[config.mk]
export PLATFORM = sky130hd
export DESIGN_NAME = crossbar_one_in
export DESIGN_NICKNAME = d
export VERILOG_FILES = /design/src/rtl/crossbar_pkg.sv /design/src/rtl/crossbar_out_buffer.sv /design/src/rtl/crossbar_one_in.sv
export SDC_FILE = /design/constraint.sdc
export NUM_CORES = 1
export LEC_CHECK = 0
export ABC_AREA = 1
export BUFFER_PORTS_ARGS = -buffer_cell sky130_fd_sc_hd__buf_2
export CAP_MARGIN = 20
export CORE_MARGIN = 2
export CORE_UTILIZATION = 35
export CTS_BUF_LIST = sky130_fd_sc_hd__clkbuf_8 sky130_fd_sc_hd__clkbuf_16
export CTS_CLUSTER_SIZE = 10
export DETAILED_ROUTE_END_ITERATION = 10
export PLACE_DENSITY = 0.8
export SLEW_MARGIN = 20
export SYNTH_ARGS = -nofsm -noshare
export SYNTH_HDL_FRONTEND = slang
export SYNTH_HIERARCHICAL = 1
export SYNTH_SLANG_ARGS = --single-unit
[constraint.sdc]
create_clock -name clk -period 1.58 [get_ports clk]
set_input_delay 0.395 -clock clk [delete_from_list [all_inputs] [get_ports clk]]
set_output_delay 0.395 -clock clk [all_outputs]
set_load 0.01 [all_outputs]
[src/rtl/crossbar_pkg.sv]
// Shared types for the single-input crossbar: output buffer state encoding
// and a destination range check.
package crossbar_pkg;

   typedef enum logic [0:0] {
      EMPTY = 1'b0,
      FULL  = 1'b1
   } buf_state_e;

   function automatic logic sel_in_range(input int unsigned sel, input int unsigned n);
      return (sel < n);
   endfunction

endpackage

[src/rtl/crossbar_out_buffer.sv]
// One-entry message/destination buffer with val/rdy on both sides; accepts a
// new entry in the same cycle the held one drains.
module crossbar_out_buffer
   import crossbar_pkg::*;
#(
   parameter int BIT_WIDTH = 32,
   parameter int DST_W     = 1
) (
   input  logic                 clk,
   input  logic                 reset,
   input  logic                 in_val,
   output logic                 in_rdy,
   input  logic [BIT_WIDTH-1:0] in_msg,
   input  logic [DST_W-1:0]     in_dst,
   output logic                 out_val,
   input  logic                 out_rdy,
   output logic [BIT_WIDTH-1:0] out_msg,
   output logic [DST_W-1:0]     out_dst
);

   buf_state_e             state_r;
   buf_state_e             state_next_s;
   logic                   fire_s;
   logic [BIT_WIDTH-1:0]   msg_r;
   logic [DST_W-1:0]       dst_r;

   // State register
   always_ff @(posedge clk) begin
      if (reset) begin
         state_r <= EMPTY;
      end else begin
         state_r <= state_next_s;
      end
   end

   // Next state: a load always leaves us FULL, a drain without a load empties
   always_comb begin
      state_next_s = state_r;
      fire_s       = (state_r == FULL) && out_rdy;
      case (state_r)
         EMPTY: begin
            if (in_val) begin
               state_next_s = FULL;
            end else begin
               state_next_s = EMPTY;
            end
         end
         FULL: begin
            if (fire_s && !in_val) begin
               state_next_s = EMPTY;
            end else begin
               state_next_s = FULL;
            end
         end
         default: state_next_s = EMPTY;
      endcase
   end

   // Payload register
   always_ff @(posedge clk) begin
      if (reset) begin
         msg_r <= {BIT_WIDTH{1'b0}};
         dst_r <= {DST_W{1'b0}};
      end else if (in_val) begin
         msg_r <= in_msg;
         dst_r <= in_dst;
      end
   end

   assign in_rdy  = (state_r == EMPTY) || fire_s;
   assign out_val = (state_r == FULL);
   assign out_msg = msg_r;
   assign out_dst = dst_r;

endmodule

[src/rtl/crossbar_one_in.sv]
// One-input, N-output crossbar routed by a registered control word.
// Define CROSSBAR_ONE_IN_COUNT_EN to add the 32-bit send_count output.
module crossbar_one_in
   import crossbar_pkg::*;
#(
   parameter int BIT_WIDTH         = 32,
   parameter int N_OUTPUTS         = 2,
   parameter int CONTROL_BIT_WIDTH = 32
) (
   input  logic                         clk,
   input  logic                         reset,
   input  logic [BIT_WIDTH-1:0]         recv_msg,
   input  logic                         recv_val,
   output logic                         recv_rdy,
   output logic [BIT_WIDTH-1:0]         send_msg [0:N_OUTPUTS-1],
   output logic                         send_val [0:N_OUTPUTS-1],
   input  logic                         send_rdy [0:N_OUTPUTS-1],
   input  logic [CONTROL_BIT_WIDTH-1:0] control,
   input  logic                         control_val,
   output logic                         control_rdy
`ifdef CROSSBAR_ONE_IN_COUNT_EN
   ,
   output logic [31:0]                  send_count
`endif
);

   localparam int SEL_W = $clog2(N_OUTPUTS);

   logic [CONTROL_BIT_WIDTH-1:0] stored_control_r;
   logic [SEL_W-1:0]             sel_s;
   logic                         sel_valid_s;
   logic                         accept_s;
   logic                         load_s;
   logic                         buf_in_rdy_s;
   logic                         buf_full_s;
   logic                         out_rdy_s;
   logic                         send_fire_s;
   logic [BIT_WIDTH-1:0]         buf_msg_s;
   logic [SEL_W-1:0]             buf_dst_s;

   // Control word register; always ready to take a new destination
   always_ff @(posedge clk) begin
      if (reset) begin
         stored_control_r <= {CONTROL_BIT_WIDTH{1'b0}};
      end else if (control_val) begin
         stored_control_r <= control;
      end
   end

   assign control_rdy = 1'b1;
   assign sel_s       = stored_control_r[CONTROL_BIT_WIDTH-1 -: SEL_W];
   assign sel_valid_s = sel_in_range(32'(sel_s), N_OUTPUTS);

   // A control transfer takes priority: the inbound message waits a cycle
   // so it is routed by the freshly stored destination.
   assign recv_rdy = !reset && !control_val && buf_in_rdy_s;
   assign accept_s = recv_val && recv_rdy;
   assign load_s   = accept_s && sel_valid_s;

   // Ready of the port the buffered message is headed for
   always_comb begin
      out_rdy_s = 1'b0;
      for (int j = 0; j < N_OUTPUTS; j++) begin
         out_rdy_s = out_rdy_s | (send_rdy[j] & (buf_dst_s == SEL_W'(j)));
      end
   end

   assign send_fire_s = buf_full_s && out_rdy_s;

   crossbar_out_buffer #(
      .BIT_WIDTH (BIT_WIDTH),
      .DST_W     (SEL_W)
   ) u_out_buffer (
      .clk     (clk),
      .reset   (reset),
      .in_val  (load_s),
      .in_rdy  (buf_in_rdy_s),
      .in_msg  (recv_msg),
      .in_dst  (sel_s),
      .out_val (buf_full_s),
      .out_rdy (out_rdy_s),
      .out_msg (buf_msg_s),
      .out_dst (buf_dst_s)
   );

   for (genvar j = 0; j < N_OUTPUTS; j++) begin : g_port
      assign send_val[j] = !reset && buf_full_s && (buf_dst_s == SEL_W'(j));
      assign send_msg[j] = buf_msg_s;
   end

`ifdef CROSSBAR_ONE_IN_COUNT_EN
   // Delivered-message counter, wraps naturally at 2^32
   always_ff @(posedge clk) begin
      if (reset) begin
         send_count <= 32'd0;
      end else if (send_fire_s) begin
         send_count <= send_count + 32'd1;
      end
   end
`endif

endmodule

=== Word-level counts from Yosys, hierarchy flattened ===
Index checks and enable logic that the tools add are counted.

* Flip-flop bits (word level): 66
* Input port bits: 70
* Output and inout bits: 68

* Multiplexer cells: 3
* Bitwise operators: 5
* Reductions and logical operators: 12

{| class="wikitable"
|+ Operator list
! operator !! count
|-
| 1-bit logical AND || 8
|-
| 1-bit logical NOT || 3
|-
| 1-bit AND || 2
|-
| 1-bit two-way mux || 2
|-
| 1-bit inverter || 2
|-
| 1-bit one-hot mux with 2 select lines || 1
|-
| 1-bit logical OR || 1
|-
| 1-bit bitwise OR || 1
|}

=== Logic depth before layout (Yosys ltp) ===
* Depth after elaboration: 11
* Gate-level depth with buffers: 11
* Depth with buffers taken out: 10

=== Hierarchy ===
Netlist, hierarchy kept.

{| class="wikitable"
|+ Modules (own cells, without submodules)
! module !! instances !! cells an instance !! area an instance (µm²) !! seq. area each (µm²)
|-
| crossbar_out_buffer || 1 || 147 || 1,181.1 || 680.7
|-
| crossbar_one_in || 1 || 53 || 354.1 || 20.0
|}

=== Worst setup path after synthesis ===
No wires, ideal clock.

* Path kind: input to register
* Start: in send_rdy[0] (netlist name)
* End: reg u_out_buffer.msg_r[10], in the netlist u_out_buffer/out_msg[10]
* Setup time: 0.116 ns
* Arrival time: 1.205 ns
* Data required time: 1.464 ns
* Slack: 0.259 ns
* Stages on the path: 10
* Cells stage by stage: nand2_1 -> nand2_1 -> inv_1 -> nand2_1 -> nand2_2 -> nor2_2 -> inv_2 -> buf_4 -> nor2_1 -> nor2_1

* Longest elaborated chain between the ends: 6

{| class="wikitable"
|+ Ends and longest elaborated chain
! item !! RTL line !! text
|-
| start, declared || crossbar_one_in.sv:17 || <nowiki>input logic send_rdy [0:N_OUTPUTS-1],</nowiki>
|-
| 1-bit AND || crossbar_one_in.sv:64 || <nowiki>out_rdy_s = out_rdy_s | (send_rdy[j] & (buf_dst_s == SEL_W'(j)));</nowiki>
|-
| 1-bit bitwise OR || crossbar_one_in.sv:64 ||
|-
| via out_rdy_s || crossbar_one_in.sv:36 || <nowiki>logic out_rdy_s;</nowiki>
|-
| 1-bit logical AND || crossbar_out_buffer.sv:39 || <nowiki>fire_s = (state_r == FULL) && out_rdy;</nowiki>
|-
| 1-bit logical OR || crossbar_out_buffer.sv:70 || <nowiki>assign in_rdy = (state_r == EMPTY) || fire_s;</nowiki>
|-
| via buf_in_rdy_s || crossbar_one_in.sv:34 || <nowiki>logic buf_in_rdy_s;</nowiki>
|-
| 1-bit logical AND || crossbar_one_in.sv:56 || <nowiki>assign recv_rdy = !reset && !control_val && buf_in_rdy_s;</nowiki>
|-
| 1-bit logical AND || crossbar_one_in.sv:57 || <nowiki>assign accept_s = recv_val && recv_rdy;</nowiki>
|-
| via accept_s || crossbar_one_in.sv:32 || <nowiki>logic accept_s;</nowiki>
|-
| end signal, assigned || crossbar_out_buffer.sv:62 || <nowiki>msg_r <= {BIT_WIDTH{1'b0}};</nowiki>
|-
| end signal, assigned || crossbar_out_buffer.sv:65 || <nowiki>msg_r <= in_msg;</nowiki>
|-
| end, declared || crossbar_out_buffer.sv:24 || <nowiki>logic [BIT_WIDTH-1:0] msg_r;</nowiki>
|}

The timed path passes the listed nets, and every way through them passes these cells.
A chain may end at the register's enable or synchronous reset.

=== Final worst setup path ===
* Start: reg u_out_buffer.dst_r, in the netlist u_out_buffer/out_dst
* End: out recv_rdy

* Longest elaborated chain between the ends: 6
* Elaborated cells on any way between the ends: 7

{| class="wikitable"
|+ Ends and longest elaborated chain
! item !! RTL line !! text
|-
| start, declared || crossbar_out_buffer.sv:25 || <nowiki>logic [DST_W-1:0] dst_r;</nowiki>
|-
| start signal, assigned || crossbar_out_buffer.sv:63 || <nowiki>dst_r <= {DST_W{1'b0}};</nowiki>
|-
| start signal, assigned || crossbar_out_buffer.sv:66 || <nowiki>dst_r <= in_dst;</nowiki>
|-
| 1-bit inverter || crossbar_one_in.sv:64 ||
|-
| 1-bit AND || crossbar_one_in.sv:64 ||
|-
| 1-bit bitwise OR * || crossbar_one_in.sv:64 ||
|-
| via out_rdy_s || crossbar_one_in.sv:36 ||
|-
| 1-bit logical AND * || crossbar_out_buffer.sv:39 ||
|-
| 1-bit logical OR * || crossbar_out_buffer.sv:70 ||
|-
| via buf_in_rdy_s || crossbar_one_in.sv:34 ||
|-
| 1-bit logical AND * || crossbar_one_in.sv:56 ||
|-
| end, declared || crossbar_one_in.sv:14 || <nowiki>output logic recv_rdy,</nowiki>
|}

The timed path passes the listed nets; every way through them passes the cells marked *.

==> run summary <==
The run finished with clean final reports. Static timing analysis puts the maximum clock frequency at ~670 MHz. During placement, the flow inserted port buffers numbering roughly 110. The HPWL after detailed placement is about 2400 um.

The worst endpoint data arrival time came out at 1100 ps. The number of clock buffers inserted by TritonCTS came out at 5. For met2 alone, demand over resource in global routing was 21.91%.

The initial antenna violation count is 0. The share of the Yosys chip area taken by registers is a little under half. The number of antenna diodes in the final layout is 0. The worst hold path belongs to the class input port to register. The main flop type after synthesis is sky130_fd_sc_hd__dfxtp_1. The power per cell area came out at roughly 940 nW/um2. roughly 140 I/O pins were placed.

The overall via count from detail_route is approximately 1,400. The core outline area came out at between 4000 and 5000 um2. Wires add up to 3148 um. A synthesized cell averages between 7 and 8 um2.

The maximum fanout count along the critical path came out at 4. The largest stage delay on the critical path came out at about 350 ps. The share of the synthesized area in the top cell type is 45.64%.

The total number of yosys warnings is 6. Cell internal power was estimated by the tool at roughly 1.4 mW. The layer carrying the most global-route usage is met2. The die footprint came out at just under 5000 um2. In this run the number of H-tree levels came out at 2. The share of cells above drive strength 1 came out at 45.29%. The commonest cells after synthesis are sky130_fd_sc_hd__nor2_1 (68), sky130_fd_sc_hd__dfxtp_1 (35), sky130_fd_sc_hd__buf_4 (34).

Measured along the y axis, the die boundary spans about 70 um. The clock period could shrink to approximately 1500 ps. The critical path is of the register to primary output type. The number of hold violations in the final report is 0.

The first-pass GRT wire length came out at between 4000 and 5000 um. The layout overhead on the synthesized area is 26.49%. The share of total power in combinational logic came out at roughly 15%.

In the final layout, the multi-input gates occupy between 400 and 500 um2. The initial utilization of the core area, before any placement, comes to approximately 36%. The post-synth net total is 270. In this run switching power makes up 25.74% of total power. The standby leakage power is 1.149 nW. The worst path buffer plus inverter count came out at 4. The first detailed-routing pass ran for 4 iterations. For the final database, setup skew stands at around 6.8 ps.

The critical path's slowest cell is sky130_fd_sc_hd__dfxtp_2. The worst setup path is launched from a register. Synthesis produced a netlist whose cell count is 200. CTS saw 35 sinks. The total standard cell area after synthesis came out at ~1500 um2. The largest net degree at the start of global routing came out at 35.

After synthesis, the share of flip-flops with an asynchronous set or reset is 0%. For this run the aggregate overflow at the end of global routing stands at 0. The horizontal die dimension came out at between 70 and 80 um. For this run, global-route usage on met1 was measured as between 10 and 15%. The maximum clock insertion buffer count is 2. Of all cell types, the one taking the most synthesized area is sky130_fd_sc_hd__dfxtp_1. Summing all flip-flop and latch instances after layout gives between 700 and 800 um2. The routed wirelength normalized by instance count came out at approximately 9.6 um. The number of synthesized register bits is 35. The post-detailed-route DRC marker count is 0.

The net count reported at finish came out at between 300 and 400. The total chip power is between 1.5 and 2 mW. Across the run, the number of max-cap violations was 0. TritonCTS built the clock tree. The placer congestion estimate came out at between 0.6 and 0.7. The clock-pin slew of the registers on the worst-case setup and hold paths came out at roughly 70 ps. The detailed-route vias per instance came out at ~4.3. The data required time of the worst path is between 1000 and 1500 ps. The count of pins over their slew limit was 0. The number of enable flip-flop cells after synthesis is 0. By area the synthesized netlist is led by sky130_fd_sc_hd__dfxtp_1 (46%), sky130_fd_sc_hd__buf_4 (17%), sky130_fd_sc_hd__nor2_1 (17%), sky130_fd_sc_hd__o21ai_0 (11%), sky130_fd_sc_hd__inv_1 (2.0%). The synthesized netlist contains 16 unique library cells.

The share of total power dissipated in the clock network is 32.3%. The analysis attributes to net switching a power of 0.4681 mW. The number of placement rows came out at 24. The cell with the most instances after synthesis is sky130_fd_sc_hd__nor2_1.

The sequential share of power came out at 52.6%. The initial DRC count is 19. The total negative slack for setup checks is 0 ps. Setup repair after global routing could not meet its margin everywhere. The final-report setup violation count came out at 0.

Across the VDD grid, the largest voltage drop is between 0.4 and 0.5 mV. The number of global-route vias before repair was ~1,200. The library cell used as clock root buffer is sky130_fd_sc_hd__clkbuf_8. The clock latency on the worst-skew pair is 270 ps.

The global routing met3 resource utilization is around 4.3%. The kind of cell adding the most delay to the critical path is flip-flops. Of the available clock period, the critical path in the final layout requires between 90% and 100%. Global routing used between 10% and 20% of the available tracks. The kind of end point of the critical path is a primary output.

Walking the worst path, the cells encountered are inv_2 > nand2_1 > nand2_1 > inv_1 > nand2_2 > nand2_2 > inv_2 > buf_6. The fill cell instance count of the final layout came out at 451. The residual antenna-violating net count after detailed routing came out at 0.
==> final timing paths <==
path	slack, ps	from	endpoint	depth (start not counted)
hold / removal	340	recv_msg[5]	u_out_buffer/out_msg[5]	3
setup reg to reg	250	u_out_buffer/out_dst	u_out_buffer/out_msg[15]	10
setup / recovery	90	u_out_buffer/out_dst	recv_rdy	8
hold reg to reg	480	stored_control_r[31]	u_out_buffer/out_dst	2
==> layer usage <==
metal / share of wire [%] / vias to the layer above
met4: 0.76 / 0
met1: 42 / 596
li1: - / 734
met2: 49 / 63
met5: 0 / -
met3: 8.4 / 4
==> power by group through the flow <==
| stage | Combinational, mW | Sequential (mW) | Clock [mW] |
|---|---|---|---|
| 2_1_floorplan | 0.168 | 0.997 | 0 |
| 3_3_place_gp | 0.268 | 0.975 | 0 |
| 3_5_place_dp | 0.271 | 0.977 | 0 |
| 4_1_cts | 0.272 | 0.958 | 0.622 |
| 5_1_grt | 0.303 | 0.964 | 0.661 |
| 6_report | 0.274 | 0.957 | 0.588 |
==> layout make-up <==
type                       count  share of cell area [%]
tap                           52                   3.351
sequential                    35                   36.15
clock inverter                 3                  0.6443
timing repair buffer         110                   29.32
multi-input combinational    114                   25.13
clock buffer                   5                   3.544
inverter                       9                   1.869
==> stage by stage <==
step                      hold WS (ps)  util, %  setup slack, ps  cell area (um2)  cells
after floorplan                  452.2        -            259.5             1535    200
after global placement           470.2    42.86            42.03             1841    319
after detailed placement         474.5    42.86            23.51             1841    319
after CTS                        327.5    44.78            12.30             1923    327
after global routing             325.8    45.22           -11.94             1942    328
final                            338.2    45.22            87.94             1942    328
==> timing repair <==
action | 4_1_cts | 5_1_grt
endpoints found under the setup margin | 1 | 34
hold buffers | 0 | 0
pin swaps | 0 | 3
gates resized for setup | 1 | 6
setup buffers | 0 | 1
==> flip-flops by register name (all words and copies together), names as in the netlist <==
name / cells
u_out_buffer/out_msg: 32
u_out_buffer/out_val: 1
u_out_buffer/out_dst: 1
stored_control_r: 1
==> layout by cell type, fill, tap and decap left out <==
cell and n:
sky130_fd_sc_hd__a21oi_1 1, sky130_fd_sc_hd__nand2_1 5, sky130_fd_sc_hd__clkinv_2 1, sky130_fd_sc_hd__nor3_1 1, sky130_fd_sc_hd__dfxtp_1 34, sky130_fd_sc_hd__clkbuf_8 5, sky130_fd_sc_hd__buf_4 5, sky130_fd_sc_hd__buf_2 104
sky130_fd_sc_hd__nor2_2 2, sky130_fd_sc_hd__conb_1 1, sky130_fd_sc_hd__inv_1 8, sky130_fd_sc_hd__inv_4 1, sky130_fd_sc_hd__o21ai_0 33, sky130_fd_sc_hd__nor2_1 68, sky130_fd_sc_hd__inv_2 2, sky130_fd_sc_hd__nand2_2 2
sky130_fd_sc_hd__nor3_2 1, sky130_fd_sc_hd__dfxtp_2 1, sky130_fd_sc_hd__buf_6 1
==> worst reg2reg max path, cell delays in order, from the launching register on <==
cell	delay, ps
sky130_fd_sc_hd__dfxtp_2	330
sky130_fd_sc_hd__inv_2	50
sky130_fd_sc_hd__nand2_1	50
sky130_fd_sc_hd__nand2_1	50
sky130_fd_sc_hd__inv_1	40
sky130_fd_sc_hd__nand2_2	60
sky130_fd_sc_hd__nand2_2	60
sky130_fd_sc_hd__nor2_2	170
sky130_fd_sc_hd__buf_4	230
sky130_fd_sc_hd__o21ai_0	120
sky130_fd_sc_hd__nor2_1	100
==> cell families (layout without fill, tap and decap cells) <==
| family | Yosys count | after routing | share of synthesized area, % |
|---|---|---|---|
| buffers and inverters | 51 | 127 | 22.74 |
| other | 1 | 1 | 0.2443 |
| AOI/OAI and AO/OA | 34 | 34 | 11.08 |
| and+or+nand+nor | 79 | 79 | 20.29 |
| DFF | 35 | 35 | 45.64 |
(Power assumes the default switching activity.)
